File: config.mk
export PLATFORM = sky130hd
export DESIGN_NAME = palette_layer_arbiter
export DESIGN_NICKNAME = d
export VERILOG_FILES = /design/src/rtl/doodle_video_pkg.sv /design/src/rtl/palette_prio_sel.sv /design/src/rtl/palette_layer_arbiter.sv
export SDC_FILE = /design/constraint.sdc
export NUM_CORES = 1
export LEC_CHECK = 0
export BUFFER_PORTS_ARGS = -buffer_cell sky130_fd_sc_hd__buf_2
export CORE_MARGIN = 5
export CORE_UTILIZATION = 50
export DETAILED_ROUTE_END_ITERATION = 6
export HOLD_SLACK_MARGIN = 0.08
export PLACE_DENSITY = 0.81
export SKIP_CTS_REPAIR_TIMING = 1
export SLEW_MARGIN = 5
export SYNTH_ARGS = -nofsm -noshare
export SYNTH_HDL_FRONTEND = slang
export SYNTH_SLANG_ARGS = --single-unit
File: constraint.sdc
create_clock -name Clk -period 7.2 [get_ports Clk]
set_input_delay 0.72 -clock Clk [delete_from_list [all_inputs] [get_ports Clk]]
set_output_delay 0.72 -clock Clk [all_outputs]
set_load 0.005 [all_outputs]
File: src/rtl/doodle_video_pkg.sv
// Shared palette and layer constants for the doodle video path.
package doodle_video_pkg;

  localparam int unsigned IDX_W = 4;

  localparam logic [3:0] PAL_BG_GRID = 4'h0;
  localparam logic [3:0] PAL_BLACK   = 4'h1;
  localparam logic [3:0] PAL_WHITE   = 4'h9;
  localparam logic [3:0] PAL_MAX     = 4'h9;

  typedef logic [1:0] layer_id_t;

  localparam layer_id_t LYR_DOODLER  = 2'd0;
  localparam layer_id_t LYR_MONSTER  = 2'd1;
  localparam layer_id_t LYR_PLATFORM = 2'd2;
  localparam layer_id_t LYR_SCORE    = 2'd3;

endpackage

File: src/rtl/palette_prio_sel.sv
// Rank-ordered winner select over masked layer requests, with palette clamp.
module palette_prio_sel #(
  parameter int unsigned NUM_LAYERS = 4,
  parameter int unsigned IDX_W      = doodle_video_pkg::IDX_W,
  parameter int unsigned ID_W       = 2
) (
  input  logic [NUM_LAYERS-1:0]       i_req,
  input  logic [NUM_LAYERS*IDX_W-1:0] i_idx,
  input  logic [NUM_LAYERS*ID_W-1:0]  i_prio,
  output logic [IDX_W-1:0]            o_idx,
  output logic [NUM_LAYERS-1:0]       o_win
);
  import doodle_video_pkg::*;

  logic [ID_W-1:0]  w_id;
  logic [IDX_W-1:0] w_sel;
  logic             w_found;

  always_comb begin
    w_found = 1'b0;
    w_sel   = '0;
    w_id    = '0;
    o_win   = '0;
    for (int r = 0; r < int'(NUM_LAYERS); r++) begin
      w_id = i_prio[r*ID_W +: ID_W];
      if (!w_found && i_req[w_id]) begin
        w_found     = 1'b1;
        o_win[w_id] = 1'b1;
        w_sel       = i_idx[int'(w_id)*IDX_W +: IDX_W];
      end
    end
    // Indices beyond the palette fold onto white
    if (!w_found) begin
      o_idx = IDX_W'(PAL_BG_GRID);
    end else if (w_sel > IDX_W'(PAL_MAX)) begin
      o_idx = IDX_W'(PAL_WHITE);
    end else begin
      o_idx = w_sel;
    end
  end

endmodule

File: src/rtl/palette_layer_arbiter.sv
// Per-pixel layer arbiter: 2-stage pipeline with frame-synchronous config.
module palette_layer_arbiter #(
  parameter int unsigned NUM_LAYERS = 4,
  parameter int unsigned IDX_W      = doodle_video_pkg::IDX_W,
  parameter int unsigned BLINK_LOG2 = 3
) (
  input  logic                        Clk,
  input  logic                        Reset,
  input  logic [9:0]                  DrawX,
  input  logic [9:0]                  DrawY,
  input  logic                        pix_valid,
  input  logic                        frame_start,
  input  logic [NUM_LAYERS-1:0]       layer_req,
  input  logic [NUM_LAYERS*IDX_W-1:0] layer_idx,
  input  logic                        cfg_valid,
  output logic                        cfg_ready,
  input  logic [NUM_LAYERS*2-1:0]     cfg_prio,
  input  logic [NUM_LAYERS-1:0]       cfg_en,
  input  logic [NUM_LAYERS-1:0]       cfg_blink,
  output logic                        cfg_err,
  output logic [IDX_W-1:0]            PaletteIndex,
  output logic [9:0]                  DrawX_o,
  output logic [9:0]                  DrawY_o,
  output logic                        pix_valid_o,
  output logic [NUM_LAYERS-1:0]       win_layer,
  output logic [7:0]                  frame_cnt
);
  import doodle_video_pkg::*;

  localparam int unsigned ID_W = 2;
  localparam int unsigned PW   = NUM_LAYERS * ID_W;

  typedef enum logic [0:0] {StEmpty, StPending} cfg_state_e;

  function automatic logic [PW-1:0] identity_prio();
    logic [PW-1:0] p;
    p = '0;
    for (int r = 0; r < int'(NUM_LAYERS); r++) p[r*ID_W +: ID_W] = ID_W'(r);
    return p;
  endfunction

  cfg_state_e                  r_state;
  logic [PW-1:0]               r_shd_prio, r_act_prio;
  logic [NUM_LAYERS-1:0]       r_shd_en, r_shd_blink, r_act_en, r_act_blink;
  logic                        r_cfg_ready, r_cfg_err;
  logic [7:0]                  r_frame_cnt;

  logic [9:0]                  r_s1_x, r_s1_y;
  logic                        r_s1_valid;
  logic [NUM_LAYERS-1:0]       r_s1_m;
  logic [NUM_LAYERS*IDX_W-1:0] r_s1_idx;
  logic [PW-1:0]               r_s1_prio;

  logic [IDX_W-1:0]            r_pal_idx;
  logic [9:0]                  r_x_o, r_y_o;
  logic                        r_valid_o;
  logic [NUM_LAYERS-1:0]       r_win;

  logic [NUM_LAYERS-1:0]       w_m;
  logic [NUM_LAYERS-1:0]       w_seen;
  logic                        w_perm_ok;
  logic [IDX_W-1:0]            w_sel_idx;
  logic [NUM_LAYERS-1:0]       w_sel_win;

  always_comb begin
    w_m = '0;
    for (int i = 0; i < int'(NUM_LAYERS); i++) begin
      w_m[i] = layer_req[i] & r_act_en[i] & ~(r_act_blink[i] & r_frame_cnt[BLINK_LOG2]) &
               (layer_idx[i*IDX_W +: IDX_W] != '0);
    end
  end

  // Shadow is applied only if every layer id appears exactly once
  always_comb begin
    w_seen = '0;
    for (int r = 0; r < int'(NUM_LAYERS); r++) w_seen[r_shd_prio[r*ID_W +: ID_W]] = 1'b1;
    w_perm_ok = &w_seen;
  end

  always_ff @(posedge Clk or posedge Reset) begin
    if (Reset) begin
      r_state     <= StEmpty;
      r_shd_prio  <= '0;
      r_shd_en    <= '0;
      r_shd_blink <= '0;
      r_act_prio  <= identity_prio();
      r_act_en    <= '1;
      r_act_blink <= '0;
      r_cfg_ready <= 1'b1;
      r_cfg_err   <= 1'b0;
    end else begin
      r_cfg_err <= 1'b0;
      case (r_state)
        StEmpty: begin
          if (cfg_valid) begin
            r_shd_prio  <= cfg_prio;
            r_shd_en    <= cfg_en;
            r_shd_blink <= cfg_blink;
            r_cfg_ready <= 1'b0;
            r_state     <= StPending;
          end
        end
        StPending: begin
          if (frame_start) begin
            if (w_perm_ok) begin
              r_act_prio  <= r_shd_prio;
              r_act_en    <= r_shd_en;
              r_act_blink <= r_shd_blink;
            end else begin
              r_cfg_err <= 1'b1;
            end
            r_cfg_ready <= 1'b1;
            r_state     <= StEmpty;
          end
        end
        default: r_state <= StEmpty;
      endcase
    end
  end

  always_ff @(posedge Clk or posedge Reset) begin
    if (Reset) begin
      r_frame_cnt <= '0;
    end else if (frame_start) begin
      r_frame_cnt <= r_frame_cnt + 8'd1;
    end
  end

  always_ff @(posedge Clk or posedge Reset) begin
    if (Reset) begin
      r_s1_x     <= '0;
      r_s1_y     <= '0;
      r_s1_valid <= 1'b0;
      r_s1_m     <= '0;
      r_s1_idx   <= '0;
      r_s1_prio  <= '0;
    end else begin
      r_s1_x     <= DrawX;
      r_s1_y     <= DrawY;
      r_s1_valid <= pix_valid;
      r_s1_m     <= w_m;
      r_s1_idx   <= layer_idx;
      r_s1_prio  <= r_act_prio;
    end
  end

  palette_prio_sel #(
    .NUM_LAYERS (NUM_LAYERS),
    .IDX_W      (IDX_W),
    .ID_W       (ID_W)
  ) u_prio_sel (
    .i_req  (r_s1_m),
    .i_idx  (r_s1_idx),
    .i_prio (r_s1_prio),
    .o_idx  (w_sel_idx),
    .o_win  (w_sel_win)
  );

  always_ff @(posedge Clk or posedge Reset) begin
    if (Reset) begin
      r_pal_idx <= '0;
      r_x_o     <= '0;
      r_y_o     <= '0;
      r_valid_o <= 1'b0;
      r_win     <= '0;
    end else begin
      r_x_o     <= r_s1_x;
      r_y_o     <= r_s1_y;
      r_valid_o <= r_s1_valid;
      r_pal_idx <= r_s1_valid ? w_sel_idx : '0;
      r_win     <= r_s1_valid ? w_sel_win : '0;
    end
  end

  assign cfg_ready    = r_cfg_ready;
  assign cfg_err      = r_cfg_err;
  assign frame_cnt    = r_frame_cnt;
  assign PaletteIndex = r_pal_idx;
  assign DrawX_o      = r_x_o;
  assign DrawY_o      = r_y_o;
  assign pix_valid_o  = r_valid_o;
  assign win_layer    = r_win;

endmodule

==> out/metrics.cfg, run 1 <==
[clock_network]
path_clk_slew_ps = 60
cts_tree = done
clock_sinks = 121
ctsHtreeMaxLevel = 4
cts_buffers = 17
clock-root-buffer = clkbuf_8
clk_latency_ps = 500
clock_path_buffers = 2

[global_route]
grt_pass1_vias = 3065
track_usage = 0.175
grt_max_degree = 90
grt_overflow = 0
grt_pass1_wl_um = 15200
antenna_found_initial = 0

[timing]
hold_viol = 0
relSlewSlack = 0.295
fin_crit_sh = 0.358
worst_pin_slew_ps = 1060
layout_setup_ws_ps = 4620
rsz0062_at_grt = false
period_needed_ps = 2580
fin_hold_ws_ps = 204
final-setup-viol-count = 0
drv_slew = 0
fmax_mhz = 388
finalSetupTns_ps = 0
fin_skew_ps = 5.19

[synthesis]
yosysWarnings = 0
netlist_area_um2 = 4660
seq_area_frac_synth = 0.652
syn_area_per_cell_um2 = 15.1
synthesis.nets = 371
yosysUniqueCellTypes = 47
synth-seq-cells = 121
synth_cells = 309

[power]
total_power_mw = 2.36
power_density_nw_per_um2 = 406
p_leak_nw = 2.61
ir_drop_mv = 0.211

[worst_setup_path]
cp_max_fo = 16
worstSetupPathDepth = 6
crit_start = r_s1_prio[0]
crit_family = multiplexers
crit_chain = mux4_2 -> or4b_4 -> nor2_1 -> a21oi_1 -> a21boi_0 -> o21ba_2
crit_end = PaletteIndex[0]
crit_type = reg -> reg
r2r_slack_ps = 4620
critPathBufInv = 0
worstPathArrival_ps = 2970
ff2ff_path_depth = 6
crit_path_start_kind = flip-flop
cp.required_ps = 7590
slowest_stage = mux4_2
rr_startpoint = r_s1_prio[0]
max_stage_delay_ps = 740
end_kind = flip-flop
worstReg2RegEnd = PaletteIndex[0]

[place]
place_congestion = 0.813
placed_cell_area_um2 = 5250
port-buffer-count = 99
pre_cts_ws_ps = 4650
dp_hpwl_um = 6460
placed_cells = 507

[floorplanning]
initial_core_util = 0.509
die_w_um = 107
row_count = 35
die-area_um2 = 11300
die_y_um = 107
core_um2 = 9150
ioPinCount = 100

[cells_and_area]
drive_gt1_frac = 0.461
area_growth_pct = 24.7
n_fill_cell = 658
final_common_cell = dfrtp_1
final_cell_count_no_fill = 538
post-route-util = 0.635
fin_nets = 477
final_cell_mix = 112 x dfrtp_1, 99 x buf_2, 31 x mux2_2, 21 x nand2_1, 19 x mux4_2
final_area_um2 = 5810
diodes = 0

[drt]
wirelength_um = 9390
num_vias = 2967
postRouteAntennaNets = 0
wl_per_cell_um = 17.5
drtIter0Drc = 170
drt-pass1-iter-count = 4
viasPerCell = 5.51
drc = 0

[run_status]
status = finished, final reports clean

[job]
maxCapViolations = 0

[min_path]
hold_path_class = in -> async

==> cells in the mapped netlist, drive strengths merged <==
cell type | n | share of area
and2b | 1 | 0.0016
o21a | 3 | 0.0048
a311oi | 1 | 0.0032
o21ba | 1 | 0.0021
nor2b | 5 | 0.0067
or4b | 1 | 0.0030
nand2 | 21 | 0.017
a211oi | 4 | 0.0064
ha | 1 | 0.0027
nor3 | 1 | 0.0011
dfstp | 9 | 0.051
o21ai | 10 | 0.011
a22oi | 4 | 0.0064
nor4 | 4 | 0.0054
dfrtp | 112 | 0.60
or2b | 1 | 0.0016
a31oi | 1 | 0.0013
nand3 | 3 | 0.0032
nor2 | 15 | 0.012
clkbuf | 7 | 0.0056
a21boi | 3 | 0.0048
or2 | 1 | 0.0013
nor4b | 1 | 0.0051
a21o | 1 | 0.0016
a221oi | 2 | 0.0038
nand3b | 2 | 0.0032
inv | 7 | 0.0056
xor2 | 3 | 0.0056
or3 | 1 | 0.0013
mux2 | 31 | 0.075
xnor2 | 4 | 0.0075
nor3b | 2 | 0.0032
a32oi | 1 | 0.0019
o41ai | 1 | 0.0019
o22ai | 1 | 0.0013
a21oi | 5 | 0.0054
o32ai | 3 | 0.0056
a22o | 2 | 0.0038
nand2b | 1 | 0.0013
buf | 8 | 0.010
o31ai | 1 | 0.0016
mux4 | 20 | 0.097
nand4 | 3 | 0.0040
==> kinds of logic (layout without fill, tap and decap cells) <==
logic type                 Yosys count  count (layout)  share of synthesized area
adders and majority gates            1               1                    0.00268
buffers and inverters               22             140                     0.0215
and+or+nand+nor                     63              63                     0.0712
xor gates and xnor gates             7               7                     0.0132
DFF                                121             121                      0.652
AOI/OAI and AO/OA                   44              44                     0.0669
muxes                               51              51                      0.172
==> power breakdown <==
| group | total, mW | switching, mW | leakage (nW) | internal [mW] |
|---|---|---|---|---|
| Sequential | 1.03 | 0.181 | 1.44 | 0.846 |
| Clock | 0.790 | 0.299 | 0.259 | 0.491 |
| Combinational | 0.540 | 0.226 | 0.911 | 0.314 |
| Total | 2.36 | 0.706 | 2.61 | 1.65 |
==> registers in the layout, indices dropped and copies added, names as in the netlist <==
register / count
r_act_en: 4
r_s1_valid: 1
cfg_err: 1
r_shd_en: 4
frame_cnt: 8
DrawX_o: 10
DrawY_o: 10
r_state: 1
r_shd_prio: 8
r_s1_y: 10
pix_valid_o: 1
r_s1_idx: 16
cfg_ready: 1
r_act_prio: 8
r_act_blink: 4
r_s1_prio: 8
PaletteIndex: 4
r_shd_blink: 4
r_s1_m: 4
win_layer: 4
r_s1_x: 10
==> worst min-delay path by stage <==
| stage | from | end | slack [ps] | depth (start not counted) |
|---|---|---|---|---|
| floorplan | r_s1_x[0] | DrawX_o[0] | 330 | 0 |
| global placement | r_s1_y[2] | DrawY_o[2] | 330 | 0 |
| detailed placement | r_s1_x[1] | DrawX_o[1] | 330 | 0 |
| CTS | Reset | DrawY_o[3] | 190 | 2 |
| global route | Reset | r_s1_y[1] | 220 | 2 |
| finish | Reset | r_s1_y[1] | 200 | 2 |
==> metal layers <==
layer  global-route usage  vias up  part of all wire
met5                    0        -                 0
met4               0.0630        0             0.019
met3               0.0644       20             0.080
met2                0.295      145              0.52
met1                0.208     1467              0.38
li1                     -     1335                 -
==> area by class of cell <==
cell class,instances,area (um2),share of cell area
Clock inverter,14,150,0.0258
Clock buffer,17,414,0.0713
Timing Repair Buffer,102,518,0.0892
Tap cell,111,139,0.0239
Sequential cell,121,3040,0.523
Multi-Input combinational cell,166,1520,0.262
Inverter,7,28.8,0.00495
No activity file was read; power rests on OpenSTA's default activity.
==> run 2: changes to the inputs <==
--- a/config.mk
+++ b/config.mk
@@ -7,10 +7,10 @@
 export LEC_CHECK = 0
 export BUFFER_PORTS_ARGS = -buffer_cell sky130_fd_sc_hd__buf_2
 export CORE_MARGIN = 5
-export CORE_UTILIZATION = 50
+export CORE_UTILIZATION = 49
 export DETAILED_ROUTE_END_ITERATION = 6
 export HOLD_SLACK_MARGIN = 0.08
-export PLACE_DENSITY = 0.81
+export PLACE_DENSITY = 0.83
 export SKIP_CTS_REPAIR_TIMING = 1
 export SLEW_MARGIN = 5
 export SYNTH_ARGS = -nofsm -noshare
==> constraint.sdc (replaced) <==
create_clock -name Clk -period 2.35 [get_ports Clk]
set_input_delay 0.235 -clock Clk [delete_from_list [all_inputs] [get_ports Clk]]
set_output_delay 0.235 -clock Clk [all_outputs]
set_load 0.005 [all_outputs]
==> run 2 against run 1 <==
Register-to-register slack got worse by 4500 ps. Setup slack got worse by 4500 ps. Non-clock buffer count rose by 73. Core utilization rose by 7.4 points. Die area rose by 1.8%. Fmax rose by 14%. Critical path depth did not move.
==> out/metrics.cfg, run 2 (same netlist as run 1, synthesis figures left out) <==
[timing]
fin_skew_ps = 7.12  ; was 5.19 ps
fin_hold_ws_ps = 348  ; was 204 ps
drv_slew = 0  ; unchanged
finalSetupTns_ps = 0  ; unchanged
period_needed_ps = 2260  ; was 2580 ps
rsz0062_at_grt = false  ; unchanged
final-setup-viol-count = 0  ; unchanged
hold_viol = 0  ; unchanged
fin_crit_sh = 0.964  ; was 0.358
relSlewSlack = 0.573  ; was 0.295
worst_pin_slew_ps = 640  ; was 1060 ps
fmax_mhz = 442  ; was 388 MHz

[power]
ir_drop_mv = 0.784  ; was 0.211 mV
total_power_mw = 7.46  ; was 2.36 mW
power_density_nw_per_um2 = 1140  ; was 406 nW/um2
p_leak_nw = 2.93  ; was 2.61 nW

[floorplanning]
row_count = 35  ; unchanged
die_w_um = 108  ; was 107 um
die-area_um2 = 11600  ; was 11300 um2
initial_core_util = 0.504  ; was 0.509
core_um2 = 9240  ; was 9150 um2
ioPinCount = 100  ; unchanged
die_y_um = 108  ; was 107 um

[worst_setup_path]
worstPathArrival_ps = 2650  ; was 2970 ps
cp_max_fo = 9  ; was 16
slowest_stage = mux4_2  ; unchanged
cp.required_ps = 2740  ; was 7590 ps
crit_path_start_kind = flip-flop  ; unchanged
crit_type = reg -> reg  ; unchanged
crit_start = r_s1_m[3]  ; was r_s1_prio[0]
rr_startpoint = r_s1_m[3]  ; was r_s1_prio[0]
crit_chain = mux4_2 -> or4b_4 -> nor2_1 -> a21oi_2 -> a21boi_0 -> o21ba_2  ; was mux4_2 -> or4b_4 -> nor2_1 -> a21oi_1 -> a21boi_0 -> o21ba_2
end_kind = flip-flop  ; unchanged
max_stage_delay_ps = 610  ; was 740 ps

[run_status]
status = finished, final reports clean  ; unchanged

[cells_and_area]
final_cell_mix = 112 x dfrtp_1, 99 x buf_2, 60 x dlygate4sd3_1, 31 x mux2_2, 21 x nand2_1  ; was 112 x dfrtp_1, 99 x buf_2, 31 x mux2_2, 21 x nand2_1, 19 x mux4_2
drive_gt1_frac = 0.421  ; was 0.461
seqCellArea_um2 = 3040  ; unchanged
multi_input_comb_area_um2 = 1520  ; about the same
diodes = 0  ; unchanged
largest_reg_flops = 16  ; unchanged
regMostFlops = r_s1_idx  ; unchanged
fin_nets = 550  ; was 477
post-route-util = 0.709  ; was 0.635
n_fill_cell = 608  ; was 658
final_area_um2 = 6550  ; was 5810 um2
final_common_cell = dfrtp_1  ; unchanged
area_growth_pct = 40.5  ; was 24.7%

[global_route]
grt_max_degree = 38  ; was 90
grt_pass1_wl_um = 16200  ; was 15200 um
track_usage = 0.185  ; was 0.175
grt_overflow = 0  ; unchanged
grt_pass1_vias = 3272  ; was 3065
antenna_found_initial = 0  ; unchanged

[drt]
viasPerCell = 5.24  ; was 5.51
num_vias = 3304  ; was 2967
drtIter0Drc = 134  ; was 170
postRouteAntennaNets = 0  ; unchanged
wl_per_cell_um = 17.5  ; about the same
drt-pass1-iter-count = 4  ; unchanged
drc = 0  ; unchanged
wirelength_um = 11000  ; was 9390 um

[clock_network]
clock-root-buffer = clkbuf_8  ; unchanged
cts_tree = done  ; unchanged
path_clk_slew_ps = 60  ; about the same
clock_path_buffers = 2  ; unchanged
clock_sinks = 121  ; unchanged
ctsHtreeMaxLevel = 4  ; unchanged
clk_latency_ps = 510  ; was 500 ps
cts_buffers = 17  ; unchanged

[min_path]
hold_path.startpoint = r_s1_x[8]
hold_path_class = reg -> reg  ; was in -> async

[job]
maxCapViolations = 0  ; unchanged

[place]
dp_hpwl_um = 7140  ; was 6460 um
port-buffer-count = 99  ; unchanged
place_congestion = 0.885  ; was 0.813
placed_cell_area_um2 = 5380  ; was 5250 um2

## run 2: final timing paths
kind | slack (ps) | end | depth (start not counted)
worst max-delay path | 90 | PaletteIndex[0] | 6
worst min-delay path | 350 | DrawX_o[8] | 0
worst max register to register | 90 | PaletteIndex[0] | 6
worst min register to register | 350 | DrawX_o[8] | 0
max in group asynchronous | 1230 | r_act_en[1] | 4
min in group asynchronous | 370 | DrawX_o[7] | 3
## run 2: area by class of cell
cell class | instances | share of cell area
clock inverter | 13 | 0.0185
clock buffer | 19 | 0.0659
inverter | 7 | 0.00459
tap | 129 | 0.0246
multi-input combinational | 166 | 0.233
sequential | 121 | 0.464
timing repair buffer | 175 | 0.190
## run 2: power breakdown
group	internal, mW	leakage (nW)	switching [mW]	total (mW)
Sequential	2.59	1.44	0.420	3.01
Combinational	1.16	1.23	0.922	2.08
Clock	1.44	0.257	0.930	2.36
## run 2: per-stage QoR
| step | std cells | worst slack (ps) |
|---|---|---|
| after CTS | 569 | 110 |
| after global routing | 630 | 3.86 |
| final | 630 | 85.5 |
| after floorplan | 309 | 130 |
| after global placement | 537 | 235 |
| after detailed placement | 537 | 125 |
## run 2: routing by layer
layer  wire length [um]  global-route usage
met1               3970               0.200
met2               6170               0.332
met3                557              0.0552
met4                351              0.0794
met5                  0                   0
## run 2: worst max-delay path: cells and delay by family (launching register included)
| kind | cells | cell delay (ps) |
|---|---|---|
| and+or+nand+nor | 2 | 690 |
| AOI/OAI and AO/OA | 3 | 420 |
| DFF | 1 | 430 |
| muxes | 1 | 610 |
==> run 3: changes to the inputs <==
--- a/config.mk
+++ b/config.mk
@@ -11,6 +11,7 @@
 export DETAILED_ROUTE_END_ITERATION = 6
 export HOLD_SLACK_MARGIN = 0.08
 export PLACE_DENSITY = 0.83
+export SETUP_SLACK_MARGIN = 0.2
 export SKIP_CTS_REPAIR_TIMING = 1
 export SLEW_MARGIN = 5
 export SYNTH_ARGS = -nofsm -noshare
==> run 3 against run 2 <==
Worst hold slack got worse by 2.1 ps. Largest power group unchanged. Critical path depth did not move. Setup slack improved by 62 ps. Cell count rose by 1.3%. Non-clock buffer count rose by 8. Sequential power barely moved.
==> out/metrics.cfg, run 3 (same netlist as run 1, synthesis figures left out) <==
[run_status]
status = finished, final reports clean  ; unchanged

[timing]
fin_crit_sh = 0.937  ; was 0.964
relSlewSlack = 0.640  ; was 0.573
hold_viol = 0  ; unchanged
worst_pin_slew_ps = 536  ; was 640 ps
rsz0062_at_grt = true  ; was false
fin_skew_ps = 4.75  ; was 7.12 ps
period_needed_ps = 2200  ; was 2260 ps
final-setup-viol-count = 0  ; unchanged
finalSetupTns_ps = 0  ; unchanged
fmax_mhz = 454  ; was 442 MHz
drv_slew = 0  ; unchanged
layout_setup_ws_ps = 147  ; was 85.5 ps

[clock_network]
cts_tree = done  ; unchanged
clk_latency_ps = 490  ; was 510 ps
clock_sinks = 121  ; unchanged
path_clk_slew_ps = 60  ; about the same
clock_path_buffers = 2  ; unchanged
clock-root-buffer = clkbuf_8  ; unchanged
ctsHtreeMaxLevel = 4  ; unchanged
cts_buffers = 17  ; unchanged

[floorplanning]
die_w_um = 108  ; unchanged
die-area_um2 = 11600  ; unchanged
core_um2 = 9240  ; unchanged
ioPinCount = 100  ; unchanged
initial_core_util = 0.504  ; unchanged
row_count = 35  ; unchanged
die_y_um = 108  ; unchanged

[power]
ir_drop_mv = 0.612  ; was 0.784 mV
p_leak_nw = 3.01  ; was 2.93 nW
power_density_nw_per_um2 = 1160  ; was 1140 nW/um2

[place]
port-buffer-count = 99  ; unchanged
placed_cells = 536  ; was 537
dp_hpwl_um = 6960  ; was 7140 um
place_congestion = 0.867  ; was 0.885
pre_cts_ws_ps = 177  ; was 125 ps
placed_cell_area_um2 = 5380  ; about the same

[drt]
viasPerCell = 5.18  ; was 5.24
drtIter0Drc = 114  ; was 134
num_vias = 3306  ; was 3304
postRouteAntennaNets = 0  ; unchanged
drt-pass1-iter-count = 4  ; unchanged
drc = 0  ; unchanged
wl_per_cell_um = 16.6  ; was 17.5 um
wirelength_um = 10600  ; was 11000 um

[worst_setup_path]
crit_path_start_kind = flip-flop  ; unchanged
crit_type = reg -> reg  ; unchanged
cp_max_fo = 6  ; was 9
end_kind = flip-flop  ; unchanged
worstPathArrival_ps = 2580  ; was 2650 ps
cp.required_ps = 2730  ; was 2740 ps

[cells_and_area]
final_common_cell = dfrtp_1  ; unchanged
fin_nets = 558  ; was 550
regMostFlops = r_s1_idx  ; unchanged
post-route-util = 0.723  ; was 0.709
final_area_um2 = 6680  ; was 6550 um2
n_fill_cell = 586  ; was 608
final_cell_mix = 112 x dfrtp_1, 99 x buf_2, 60 x dlygate4sd3_1, 31 x mux2_2, 21 x nand2_1  ; unchanged
multi_input_comb_area_um2 = 1570  ; was 1520 um2
diodes = 0  ; unchanged
final_cell_count_no_fill = 638  ; was 630
seqCellArea_um2 = 3040  ; unchanged
area_growth_pct = 43.3  ; was 40.5%
drive_gt1_frac = 0.442  ; was 0.421
largest_reg_flops = 16  ; unchanged

[global_route]
grt_pass1_vias = 3111  ; was 3272
gr-max-usage-layer = met2  ; unchanged
grt_overflow = 0  ; unchanged
use_met3 = 0.0540  ; was 0.0552
groute.layer.met2.usage = 0.297  ; was 0.332
grt_pass1_wl_um = 15500  ; was 16200 um
track_usage = 0.173  ; was 0.185
grt_max_degree = 59  ; was 38
gr-usage-met1 = 0.215  ; was 0.200
antenna_found_initial = 0  ; unchanged

[job]
maxCapViolations = 0  ; unchanged

[min_path]
hold_path_class = reg -> reg  ; unchanged

run 3: changes by cell type in the layout (fill, tap and decap cells not counted), moves of 2 or more:
cell | previous run | this run
inv_6 | 3 | 5
clkinvlp_4 | 6 | 3
buf_6 | 0 | 3
buf_4 | 14 | 20
run 3: power breakdown:
| group | total, mW | internal (mW) | switching, mW | leakage [nW] |
|---|---|---|---|---|
| logic | 2.28 | 1.28 | 1.00 | 1.28 |
| clock network | 2.51 | 1.53 | 0.976 | 0.282 |
| registers | 2.98 | 2.59 | 0.382 | 1.44 |
run 3: area by class of cell:
type / count / area share
sequential: 121 / 0.455
timing repair buffer: 183 / 0.195
multi-input combinational: 166 / 0.235
clock inverter: 15 / 0.0249
tap: 129 / 0.0242
inverter: 7 / 0.00450
clock buffer: 17 / 0.0620
run 3: path summary, 6_finish.rpt:
| path | startpoint | to | slack [ps] | cells past startpoint |
|---|---|---|---|---|
| max | r_s1_m[3] | PaletteIndex[0] | 150 | 6 |
| min | r_s1_x[4] | DrawX_o[4] | 350 | 0 |
| min reg2reg | r_s1_x[4] | DrawX_o[4] | 350 | 0 |
| max reg2reg | r_s1_m[3] | PaletteIndex[0] | 150 | 6 |
| max in group asynchronous | Reset | cfg_ready | 1320 | 4 |
| min in group asynchronous | Reset | r_act_blink[0] | 360 | 3 |
run 3: through the flow:
step / power, mW / hold WS [ps]
after floorplan: 4.37 / 266
after global placement: 4.83 / 286
after detailed placement: 4.95 / 296
after CTS: 7.48 / -229
after global routing: 8.19 / 352
final: 7.76 / 346
run 3: per-layer routing:
metal / vias up / wire length [um]
met5: - / 0
met2: 99 / 5660
met4: 0 / 124
met1: 1691 / 4310
met3: 17 / 472
li1: 1499 / -
run 3: critical path, cell delays in order (launching register included):
cell	delay (ps)
dfrtp_1	420
mux4_2	570
or4b_4	590
nor2_4	100
a21oi_2	40
a21boi_2	150
o21ba_2	210
